--- src/rtl/sequence_key_gen_param.sv ---
// sequence_key_gen_param
// Puzzle-sequence generator for the bomb-defuse game. A free-running
// Fibonacci LFSR supplies entropy. An accepted request builds a key of
// len = min(level_state+1, DIGITS) decimal digits, one digit per clock.
// Out-of-range values are folded back into 0..DIGIT_MAX, and a digit equal
// to its predecessor is bumped. The finished key is then presented on
// sequence_key/key_len.
//
// Handshake: transmit rises on the edge that writes the last digit and holds
// sequence_key/key_len stable until key_ack is sampled high on a later edge.
// key_ack is ignored unless transmit is high. gen_req is ignored while busy.
// Dropping game_state in BUILD or HOLD aborts to IDLE with a blank key. The
// abort wins over key_ack and over completion of the key.
//
// Ports:
//   clk          system clock
//   rst          asynchronous active-low reset
//   game_state   1 = game running, 0 aborts generation
//   level_state  current level, sampled when a request is accepted
//   gen_req      single-cycle request for a new key
//   key_ack      consumer has taken the key
//   sequence_key digit i at [i*DIGIT_W +: DIGIT_W], digit 0 generated first
//   key_len      number of valid digits
//   transmit     key valid, held until acknowledged
//   busy         high while building or holding a key
module sequence_key_gen_param #(
  parameter int                   LFSR_W    = 8,
  parameter logic [LFSR_W-1:0]    LFSR_TAPS = 8'hB8,
  parameter logic [LFSR_W-1:0]    LFSR_SEED = 8'hA5,
  parameter int                   DIGITS    = 4,
  parameter int                   DIGIT_W   = 4,
  parameter int                   DIGIT_MAX = 9,
  parameter logic [DIGIT_W-1:0]   BLANK     = 4'hF,
  parameter int                   LEVEL_W   = 2,
  localparam int                  LEN_W     = $clog2(DIGITS + 1)
) (
  input  logic                        clk,
  input  logic                        rst,
  input  logic                        game_state,
  input  logic [LEVEL_W-1:0]          level_state,
  input  logic                        gen_req,
  input  logic                        key_ack,
  output logic [DIGITS*DIGIT_W-1:0]   sequence_key,
  output logic [LEN_W-1:0]            key_len,
  output logic                        transmit,
  output logic                        busy
);

  typedef enum logic [1:0] {
    IDLE  = 2'd0,
    BUILD = 2'd1,
    HOLD  = 2'd2
  } state_t;

  localparam logic [DIGIT_W-1:0]        DMAX      = DIGIT_W'(DIGIT_MAX);
  localparam logic [DIGIT_W-1:0]        DMAX_P1   = DIGIT_W'(DIGIT_MAX + 1);
  localparam logic [DIGITS*DIGIT_W-1:0] ALL_BLANK = {DIGITS{BLANK}};

  state_t                      state_q, state_d;
  logic [LFSR_W-1:0]           lfsr_q, lfsr_d;
  logic [DIGITS*DIGIT_W-1:0]   key_q, key_d;
  logic [LEN_W-1:0]            len_q, len_d;
  logic [LEN_W-1:0]            cnt_q, cnt_d;
  logic [DIGIT_W-1:0]          prev_q, prev_d;
  logic [LEN_W-1:0]            key_len_q, key_len_d;

  logic [DIGIT_W-1:0]          raw;
  logic [DIGIT_W-1:0]          folded;
  logic [DIGIT_W-1:0]          digit;
  logic [LEN_W-1:0]            req_len;
  logic                        last_digit;

  // The all-zero state is a lock-up state for an XOR LFSR, so it reloads
  // the seed instead of shifting.
  always_comb begin
    if (lfsr_q == '0) begin
      lfsr_d = LFSR_SEED;
    end else begin
      lfsr_d = {lfsr_q[LFSR_W-2:0], ^(lfsr_q & LFSR_TAPS)};
    end
  end

  // One subtraction is enough to fold because 2^DIGIT_W <= 2*(DIGIT_MAX+1).
  // prev_q starts at BLANK, which is above DIGIT_MAX, so the first digit
  // never bumps.
  always_comb begin
    raw    = lfsr_q[DIGIT_W-1:0];
    folded = (raw > DMAX) ? raw - DMAX_P1 : raw;
    if (folded == prev_q) begin
      digit = (folded == DMAX) ? '0 : folded + 1'b1;
    end else begin
      digit = folded;
    end
  end

  always_comb begin
    int lvl_p1;
    lvl_p1  = int'(level_state) + 1;
    req_len = (lvl_p1 > DIGITS) ? LEN_W'(DIGITS) : LEN_W'(lvl_p1);
  end

  assign last_digit = (cnt_q == len_q - 1'b1);

  always_comb begin
    state_d   = state_q;
    key_d     = key_q;
    len_d     = len_q;
    cnt_d     = cnt_q;
    prev_d    = prev_q;
    key_len_d = key_len_q;
    case (state_q)
      IDLE: begin
        if (gen_req && game_state) begin
          state_d   = BUILD;
          len_d     = req_len;
          key_d     = ALL_BLANK;
          cnt_d     = '0;
          prev_d    = BLANK;
          key_len_d = '0;
        end
      end
      BUILD: begin
        if (!game_state) begin
          state_d   = IDLE;
          key_d     = ALL_BLANK;
          key_len_d = '0;
        end else begin
          for (int i = 0; i < DIGITS; i++) begin
            if (cnt_q == LEN_W'(i)) key_d[i*DIGIT_W +: DIGIT_W] = digit;
          end
          prev_d = digit;
          cnt_d  = cnt_q + 1'b1;
          if (last_digit) begin
            state_d   = HOLD;
            key_len_d = len_q;
          end
        end
      end
      HOLD: begin
        if (!game_state) begin
          state_d   = IDLE;
          key_d     = ALL_BLANK;
          key_len_d = '0;
        end else if (key_ack) begin
          state_d = IDLE;
        end
      end
      default: state_d = IDLE;
    endcase
  end

  always_ff @(posedge clk or negedge rst) begin
    if (!rst) begin
      state_q   <= IDLE;
      lfsr_q    <= LFSR_SEED;
      key_q     <= ALL_BLANK;
      len_q     <= '0;
      cnt_q     <= '0;
      prev_q    <= BLANK;
      key_len_q <= '0;
    end else begin
      state_q   <= state_d;
      lfsr_q    <= lfsr_d;
      key_q     <= key_d;
      len_q     <= len_d;
      cnt_q     <= cnt_d;
      prev_q    <= prev_d;
      key_len_q <= key_len_d;
    end
  end

  assign sequence_key = key_q;
  assign key_len      = key_len_q;
  assign transmit     = (state_q == HOLD);
  assign busy         = (state_q != IDLE);

endmodule
--- config.mk ---
export PLATFORM = sky130hd
export DESIGN_NAME = sequence_key_gen_param
export DESIGN_NICKNAME = d
export VERILOG_FILES = /design/src/rtl/sequence_key_gen_param.sv
export SDC_FILE = /design/constraint.sdc
export NUM_CORES = 1
export LEC_CHECK = 0
export ABC_AREA = 1
export BUFFER_PORTS_ARGS = -buffer_cell sky130_fd_sc_hd__buf_4
export CAP_MARGIN = 20
export CELL_PAD_IN_SITES_DETAIL_PLACEMENT = 1
export CELL_PAD_IN_SITES_GLOBAL_PLACEMENT = 1
export CORE_AREA = 2 2 90 92
export DETAILED_ROUTE_END_ITERATION = 12
export DIE_AREA = 0 0 92 94
export PLACE_DENSITY_LB_ADDON = 0.1
export SYNTH_ARGS = -nofsm -noshare
export SYNTH_HDL_FRONTEND = slang
export SYNTH_SLANG_ARGS = --single-unit
--- constraint.sdc ---
create_clock -name clk -period 2.25 [get_ports clk]
set_input_delay 0.5625 -clock clk [delete_from_list [all_inputs] [get_ports clk]]
set_output_delay 0.5625 -clock clk [all_outputs]
set_load 0.02 [all_outputs]
==> impl_metrics.toml <==
[timing]
fmax_mhz = 509
finalSetupTns_ps = 0
maxSlewHeadroom = 0.577
final_hold_viol_count = 0
fin_crit_sh = 0.872
slew_viol_final = 0
rsz0062_at_grt = "false"
tightest_slew_ps = 629
skew_ps = 6.61
setup_viol = 0
layout_min_cycle_time_ps = 1960

[die]
die_area_um2 = 8650
start_util = 0.283
row_count = 32
coreArea_um2 = 7610
die_x_um = 92
die_h_um = 94
ios = 28

[clock_tree]
root_buffer = "clkbuf_8"
cts_sinks = 39
holdBufCountCts = 0
cts_setup_buffers = 0
cts.clk_slew.worst_paths_ps = 80
cts_inserted_buffers = 5
clk_latency_ps = 290
htreeDepth = 2
cts_resized = 0
clockBufferDepth = 2
cts_tree = "done"

[worst_setup_path]
cp-end-kind = "flop"
max_stage_delay_ps = 540
critPathArrivalTime_ps = 2200
cp.required_ps = 2480
path_cells = "inv_1, ha_1, nand2_1, nand2_4, inv_1, nand3_2, nand3_1, nand2_1, nand2_1, nand3_2, nand2_1, inv_1"
critPathBufInv = 3
worstSetupStartpointType = "flop"
critPathTopFamily = "simple AND/OR/NAND/NOR gates"
crit_type = "flop to flop"
cpMostUsedCell = "nand2_1"
slowest_stage = "dfstp_2"
path_max_fanout = 5

[synth]
dominantRegCellSynth = "dfstp_2"
ys_types = 29
avgSynthCellArea_um2 = 8.20
netlist.top_cell.by_area = "dfstp_2"
yosysMostFrequentCell = "nand2_1"
synth_area_um2 = 2150
synth_edf_count = 0
seq_area_frac_synth = 0.468
yosysWarnings = 0
synth_area_leaders = "dfstp_2 29%, dfrtp_1 17%, nand2_1 16%"
ys_seq_elements = 39
synth.top_cell.area_share = 0.293
synth_fp_nets = 279
yosys-top-cells-count = "93 x nand2_1, 36 x inv_1, 24 x dfstp_2"
synthArstFlopShare = 1.00
syn_inst = 262

[placement]
placed_cells = 390
place_congestion = 0.735
post-dp-hpwl_um = 3740
numPortBuffers = 27

[cells_and_area]
ff_latch_area_um2 = 1010
drive_gt1_frac = 0.297
fin_nets = 312
diodes = 0
fin_cells = 398
syn_to_final_growth_pct = 19.3
fillers = 938
multi_input_area_um2 = 967

[route]
viasPerCell = 4.24
wl_per_cell_um = 12.5
vias = 1686
antenna_left = 0
drcViolationCount = 0
drtPass1Iterations = 4
wirelength_um = 4990
drtIter0Drc = 42

[grt]
grtUsageTotal = 0.127
grt-ovfl-total = 0
grt_pass1_wl_um = 8590
grt_max_degree = 40
grt_antenna_before_repair = 0
grt_pass1_vias = 1707

[status]
status = "completed"

[pwr]
p_per_area_nw_per_um2 = 1150
total_power_mw = 2.96
ir_drop_mv = 0.285
leakage_nw = 1.35

[worst_hold_path]
hp-class = "primary input to async pin"

[run]
maxCapViolations = 0
sequential cells by signal (all words and copies together), names as in the netlist:
| register | cells |
|---|---|
| key_len | 3 |
| cnt_q | 3 |
| state_q | 2 |
| prev_q | 4 |
| lfsr_q | 8 |
| len_q | 3 |
| sequence_key | 16 |
worst register-to-register path: stages (launching register included):
cell	delay, ps
dfstp_2	540
inv_1	90
ha_1	290
nand2_1	150
nand2_4	80
inv_1	140
nand3_2	100
nand3_1	80
nand2_1	60
nand2_1	70
nand3_2	140
nand2_1	140
inv_1	50
layer usage:
layer,share of wire,track usage,wire [µm]
met4,0.012,0.0373,61
met2,0.46,0.205,2300
met1,0.50,0.171,2480
met5,0,0,0
met3,0.029,0.0289,145
final cells by class:
class | instances | area share
clock inverter | 2 | 0.00488
inverter | 39 | 0.0571
timing repair buffer | 31 | 0.0907
multi-input combinational | 179 | 0.377
sequential | 39 | 0.392
clock buffer | 6 | 0.0283
tap | 102 | 0.0498
through the flow:
step | hold slack [ps] | worst slack (ps) | util | instance area, µm²
after detailed placement | 401 | 269 | 0.326 | 2480
after global placement | 399 | 309 | 0.326 | 2480
after global routing | 270 | 143 | 0.337 | 2560
after CTS | 258 | 264 | 0.337 | 2560
after floorplan | 267 | 550 | - | 2150
final | 238 | 287 | 0.337 | 2560
power by group:
part | total, mW | internal, mW | switching [mW]
Sequential | 1.21 | 1.05 | 0.154
Clock | 0.484 | 0.217 | 0.267
Combinational | 1.27 | 0.500 | 0.768
Total | 2.96 | 1.77 | 1.19
placed cells by master, fill, tap and decap left out, drive strengths merged, types with 3 or more instances in the layout:
cell    netlist  final
nand2       101    101
inv          39     39
buf           2     31
dfstp        24     24
nor2         19     19
nand3        17     17
dfrtp        15     15
o21ai        14     14
ha           10     10
clkbuf        3      6
a21oi         5      5
xnor2         3      3
logic make-up after synthesis:
family | share of synthesized area
xor gates and xnor gates | 0.0204
and+or+nand+nor | 0.321
adders and majority gates | 0.0582
DFF | 0.468
buffers and inverters | 0.0821
AOI/OAI and AO/OA | 0.0506
final timing paths:
kind / from / endpoint / slack (ps) / depth (start not counted)
worst max register to register: lfsr_q[2]$_DFF_PN1_ / prev_q[3]$_DFFE_PN1P_ / 290 / 12
worst max-delay path: lfsr_q[2]$_DFF_PN1_ / prev_q[3]$_DFFE_PN1P_ / 290 / 12
max in group asynchronous: rst / sequence_key[8]$_DFFE_PN1P_ / 1640 / 1
min in group clk: lfsr_q[2]$_DFF_PN1_ / lfsr_q[3]$_DFF_PN0_ / 410 / 0
worst min register to register: lfsr_q[2]$_DFF_PN1_ / lfsr_q[3]$_DFF_PN0_ / 410 / 0
worst min-delay path: rst / lfsr_q[3]$_DFF_PN0_ / 240 / 1
(Power assumes the default switching activity.)
